File: config.mk
export PLATFORM = sky130hd
export DESIGN_NAME = multi_lane_register
export DESIGN_NICKNAME = d
export VERILOG_FILES = /design/src/rtl/multi_lane_register.sv
export SDC_FILE = /design/constraint.sdc
export NUM_CORES = 1
export LEC_CHECK = 0
export BUFFER_PORTS_ARGS = -buffer_cell sky130_fd_sc_hd__buf_2
export CAP_MARGIN = 10
export CORE_AREA = 2 2 46 48
export DETAILED_ROUTE_END_ITERATION = 12
export DIE_AREA = 0 0 48 50
export PLACE_DENSITY = 0.7
export SYNTH_ARGS = -nofsm -noshare
export SYNTH_HDL_FRONTEND = slang
export SYNTH_SLANG_ARGS = --single-unit
File: constraint.sdc
create_clock -name CLK -period 2.1 [get_ports CLK]
set_input_delay 0.21 -clock CLK [delete_from_list [all_inputs] [get_ports CLK]]
set_output_delay 0.21 -clock CLK [all_outputs]
set_load 0.005 [all_outputs]
File: src/rtl/multi_lane_register.sv
// Assembles a LANES x LANE_W word from a narrow DIN bus, by explicit lane
// enables or an auto-incrementing lane pointer, with FULL/ACK/OVERRUN tracking.
module multi_lane_register #(
  parameter int LANE_W    = 8,
  parameter int LANES     = 2,
  parameter int MSB_FIRST = 0,
  localparam int PW       = (LANES > 1) ? $clog2(LANES) : 1
) (
  input  logic                    CLK,
  input  logic                    RESET,
  input  logic                    LD,
  input  logic [LANES-1:0]        EN,
  input  logic                    SEQ,
  input  logic                    ACK,
  input  logic [LANE_W-1:0]       DIN,
  output logic [LANES*LANE_W-1:0] DOUT,
  output logic [PW-1:0]           PTR,
  output logic [LANES-1:0]        WRITTEN,
  output logic                    FULL,
  output logic                    OVERRUN
);

  logic [PW-1:0]    ptr_base;
  logic [PW-1:0]    ptr_nxt;
  logic [PW-1:0]    seq_lane;
  logic [LANES-1:0] written_base;
  logic [LANES-1:0] written_nxt;
  logic [LANES-1:0] lane_we;
  logic             do_seq;
  logic             overrun_nxt;

  // ACK clears tracking first; any write in the same cycle then lands on the cleared state.
  always_comb begin
    ptr_base     = ACK ? '0 : PTR;
    written_base = ACK ? '0 : WRITTEN;
    do_seq       = SEQ && !LD;
    seq_lane     = (MSB_FIRST != 0) ? (PW'(LANES - 1) - ptr_base) : ptr_base;

    lane_we = '0;
    if (LD) begin
      lane_we = EN;
    end else if (do_seq) begin
      for (int i = 0; i < LANES; i++) begin
        if (seq_lane == PW'(i)) lane_we[i] = 1'b1;
      end
    end

    written_nxt = written_base | lane_we;

    ptr_nxt = ptr_base;
    if (do_seq) begin
      ptr_nxt = (ptr_base == PW'(LANES - 1)) ? '0 : ptr_base + 1'b1;
    end

    overrun_nxt = ACK ? 1'b0 : (OVERRUN || (FULL && (|lane_we)));
  end

  always_ff @(posedge CLK) begin
    if (RESET) begin
      DOUT    <= '0;
      PTR     <= '0;
      WRITTEN <= '0;
      FULL    <= 1'b0;
      OVERRUN <= 1'b0;
    end else begin
      for (int i = 0; i < LANES; i++) begin
        if (lane_we[i]) DOUT[i*LANE_W +: LANE_W] <= DIN;
      end
      PTR     <= ptr_nxt;
      WRITTEN <= written_nxt;
      FULL    <= &written_nxt;
      OVERRUN <= overrun_nxt;
    end
  end

endmodule
=== Word level (Yosys, flattened, before mapping) ===
Index checks and enable logic that the tools add are counted.

* Add/sub/neg operators: 1
* Multiplexer cells: 8
* Bitwise logic cells: 1
* Reduce and logical (&&, ||, !) cells: 7

{| class="wikitable"
|+ Operators by type and width
! kind !! number
|-
| $mux W2 || 3
|-
| $mux W1 || 5
|-
| $reduce_or A2 Y1 || 2
|-
| $logic_and A1 B1 Y1 || 2
|-
| $or A2 B2 Y2 || 1
|-
| $reduce_and A2 Y1 || 1
|-
| $add A1 B1 Y1 const B || 1
|-
| $logic_not A1 Y1 || 1
|-
| $logic_or A1 B1 Y1 || 1
|}

* Bits in registers: 21
* Bits of input ports: 15
* Word-level logic and storage cells: 23

=== Depth between registers and ports, before layout ===
* Word-level depth: 7
* Depth in mapped cells: 7
* Gate-level depth less buffers: 6

=== Worst setup path before layout ===
OpenSTA, ideal clock, no wires.

* Kind: reg-to-reg
* Start: register PTR
* End: register FULL
* Setup time: 0.133 ns
* Arrival: 1.209 ns
* Data required time: 1.967 ns
* Path slack: 0.759 ns
* Stages on the path, launching flop included: 8
* Cell sequence: dfxtp_1 -> nand2b_1 -> inv_1 -> ha_1 -> mux2_4 -> buf_6 -> o22ai_2 -> a211oi_2

* Longest elaborated chain between the ends: 6

{| class="wikitable"
|+ Ends and longest elaborated chain
! what !! RTL line !! RTL
|-
| start, declared || 17 || <nowiki>output logic [PW-1:0] PTR,</nowiki>
|-
| start signal, assigned || 69 || <nowiki>PTR <= ptr_nxt;</nowiki>
|-
| $mux W1 * || 34 || <nowiki>ptr_base = ACK ? '0 : PTR;</nowiki>
|-
| $mux W1 || 44 || <nowiki>if (seq_lane == PW'(i)) lane_we[i] = 1'b1;</nowiki>
|-
| $mux W2 * || 42 || <nowiki>end else if (do_seq) begin</nowiki>
|-
| $mux W2 * || 40 || <nowiki>if (LD) begin</nowiki>
|-
| $or A2 B2 Y2 * || 48 || <nowiki>written_nxt = written_base | lane_we;</nowiki>
|-
| $reduce_and A2 Y1 * || 71 || <nowiki>FULL <= &written_nxt;</nowiki>
|-
| end signal, assigned || 71 ||
|-
| end, declared || 19 || <nowiki>output logic FULL,</nowiki>
|}

Mark *: on every way between the ends. The rest lies on a longest branch, timed or not.
A chain may end at the register's enable or synchronous reset.

=== Worst setup path in the final report ===
* Start: register PTR
* End: register OVERRUN

* Longest elaborated chain between the ends: 7

{| class="wikitable"
|+ Ends and longest elaborated chain
! what !! RTL line !! RTL
|-
| $mux W1 * || 34 ||
|-
| $mux W1 || 44 ||
|-
| $mux W2 * || 42 ||
|-
| $mux W2 * || 40 ||
|-
| $reduce_or A2 Y1 * || 55 || <nowiki>overrun_nxt = ACK ? 1'b0 : (OVERRUN || (FULL && (|lane_we)));</nowiki>
|-
| $logic_and A1 B1 Y1 * || 55 ||
|-
| $logic_or A1 B1 Y1 * || 55 ||
|-
| end signal, assigned || 72 || <nowiki>OVERRUN <= overrun_nxt;</nowiki>
|-
| end, declared || 20 || <nowiki>output logic OVERRUN</nowiki>
|}

Marks and branches as above.

==> summary.md <==
| Metric | Value |
|---|---|
| Status | `completed` |
| Slowest cell delay on critical path | `around 340 ps` |
| Final min period | `roughly 1400 ps` |
| Peak VDD IR | `between 0.3 and 0.4 mV` |
| Critical-path maximum fanout | `11` |
| Largest family of logic cells by synthesized area | `simple AND/OR/NAND/NOR gates` |
| XOR/XNOR Fraction of Synth Area | `0%` |
| Max Freq | `roughly 740 MHz` |
| Crit-path cells | `nand2b_1 -> inv_1 -> ha_1 -> mux2_4 -> o21ai_0 -> a211oi_1` |
| I/O Pins | `36` |
| Synth Register Bits | `21` |
| Crit path DAT | `approximately 1500 ps` |
| DR WL/cell | `around 11 um` |
| Pre-antenna DRT Iters | `4` |
| Post-CTS setup buffers | `0` |
| Cell Pwr Density | `~700 nW/um^2` |
| Initial DRC count | `11` |
| Initial antenna violation count | `0` |
| Initial Util | `a little over two fifths` |
| Die height | `50 um` |
| GRT overflow | `0` |
| Part of the cycle the worst path needs | `between 60% and 70%` |
| Mux cell area share after synthesis | `6.107%` |
| Dominant cells by area after synthesis | `dfxtp_1 (51%), nand2_1 (15%), a21oi_1 (11%), mux2_4 (3.7%), ha_1 (3.1%)` |
| Synthesized area | `roughly 800 um^2` |
| P_leak | `roughly 0.5 nW` |
| Via count | `between 700 and 800` |
| Root Buffer | `clkbuf_4` |
| Maximum level of the CTS H-tree | `1` |
| Post-synthesis compound-gate area fraction | `15.57%` |
| Number of global-route vias before repair | `631` |
| CP endpoint kind | `register` |
| Synth unique cells | `17` |
| Max transition margin | `74.67%` |
| TNS Setup | `0 ps` |
| Detailed placement HPWL | `~1.3 mm` |
| Setup Skew | `slightly above 6 ps` |
| CTS clk-pin slew, worst paths | `around 110 ps` |
| Setup-failing EPs final | `0` |
| Ant. Diodes | `0` |
| Total GRT Usage | `between 15 and 20%` |
| Largest net degree at the start of global routing | `22` |
| Vias per cell | `4.803` |
| Clk Latency, worst-skew pair | `~300 ps` |
| RSZ-0062 raised after global routing | `false` |
| # Max-Cap Violations | `0` |
| Post-synthesis sequential area ratio | `approximately 51%` |
| # hold bufs at CTS | `0` |
| Clock sinks | `21` |
| Core area | `about 1900 um^2` |
| Number of buffers created by CTS | `3` |
| Hold WC Path Type | `in -> reg` |
| Post-synthesis adder-cell area fraction | `approximately 3.1%` |
| Std cell rows | `16` |
| Post-synthesis instance total | `93` |
| Die Wd | `between 40 and 50 um` |
| Simple-gate portion of the synthesized area | `18.93%` |
| Final slew viol count | `0` |
| Slowest cell on crit path | `mux2_4` |
| Port-buffer cells | `35` |
| CP Class | `reg -> reg` |
| CTS tree | `yes` |
| First-pass GRT wire length | `roughly 2.7 mm` |
| CP Launch Type | `register` |
| Layout cells sized above 1 | `roughly 35%` |
| Drt total wl | `1.772 mm` |
| Area of the die | `approximately 2400 um^2` |
| # resized after CTS | `0` |
| CTS max path bufs | `2` |
| Yosys top cell by area | `dfxtp_1` |
| Yosys warns | `0` |
| Post-route ant nets | `0` |
| Hold Violations, Final | `0` |
| DRC viols | `0` |
| Slew @ Worst Pin | `approximately 380 ps` |
| CP required | `between 2000 and 2500 ps` |
| Layout Nets | `roughly 150` |
| Final cell utilization of the core | `54.54%` |
| Post-synth top area share | `between 50% and 60%` |
| Syn Area/Cell | `between 8 and 9 um^2` |
| Layout area overhead | `26.56%` |
| Syn Nets | `110` |
| Routability congestion estimate | `~0.74` |
[metal layers]
metal | track usage [%] | part of all wire, % | vias up
met3 | 4.396 | 6.8 | 2
met1 | 18.28 | 41 | 344
met4 | 7.207 | 1.2 | 0
li1 | - | - | 378
met5 | 0 | 0 | -
met2 | 26.22 | 51 | 30
[state kept, by name (all words and copies together), names as in the netlist]
signal / count
DOUT: 16
FULL: 1
WRITTEN: 2
OVERRUN: 1
PTR: 1
[cells in the mapped netlist (all sizes together)]
cell and number:
nand2 33, mux2i 2, mux2 2, a211oi 2, nor2 1, buf 2, o21ai 1, inv 2
ha 2, and2b 1, dfxtp 21, o22ai 1, nand2b 3, a21oi 18, clkbuf 2
[cell usage in the layout, fill, tap and decap left out]
cell type  instances
and2b_2            1
buf_2             35
nand2b_1           3
o22ai_2            1
a211oi_2           1
clkbuf_4           3
mux2_4             2
dfxtp_1           21
a211oi_1           1
mux2i_1            2
clkinv_2           1
o21ai_0            1
a21oi_1           18
buf_4              2
nor2_1             1
inv_1              2
nand2_1           33
ha_1               2
[metrics by stage]
| step | cells | total power (W) | hold slack, ps | worst slack, ps | cell area (um^2) |
|---|---|---|---|---|---|
| after floorplan | 93 | 0.0004989 | 282.8 | 758.6 | 819.5 |
| after global placement | 153 | 0.0005420 | 435.5 | 600.7 | 1010 |
| after detailed placement | 153 | 0.0005454 | 441.8 | 540.8 | 1010 |
| after CTS | 157 | 0.0007311 | 123.5 | 723.8 | 1037 |
| after global routing | 157 | 0.0007705 | 102.5 | 642.8 | 1037 |
| final | 157 | 0.0007264 | 132.2 | 740.6 | 1037 |
[power by group]
group	switching [W]	internal [W]	total, W	leakage (nW)
combinational	0.0000561	0.0000495	0.000106	0.312
sequential	0.0000106	0.000420	0.000430	0.172
clock	0.000120	0.0000708	0.000190	0.0177
total	0.000186	0.000540	0.000726	0.501
[critical path: cells and delay by family (launching register included)]
family          cells  cell delay, ps
compound gates      2             250
fa+ha+maj           1             200
buf+inv             1              50
flops               1             320
mux                 1             340
simple gates        1              80
[final timing paths]
check	startpoint	end	slack, ps	cells past startpoint
setup / recovery	PTR	OVERRUN	740	6
hold reg to reg	DOUT[1]	DOUT[1]	450	2
setup reg to reg	PTR	OVERRUN	740	6
hold / removal	ACK	OVERRUN	130	2
[logic make-up (layout without fill, tap and decap cells)]
family	Yosys count	in the layout
DFF	21	21
and+or+nand+nor	38	38
AOI/OAI and AO/OA	22	22
muxes	4	4
adders and majority gates	2	2
buffers and inverters	6	43
[area by class of cell]
cell class	count	area (um^2)
tap	27	33.78
timing repair buffer	37	190.2
sequential	21	420.4
multi-input combinational	66	357.8
inverter	2	7.507
clock buffer	3	22.52
fill	193	864.6
clock inverter	1	5.005
Note: power is estimated with default switching activity, not from simulation.
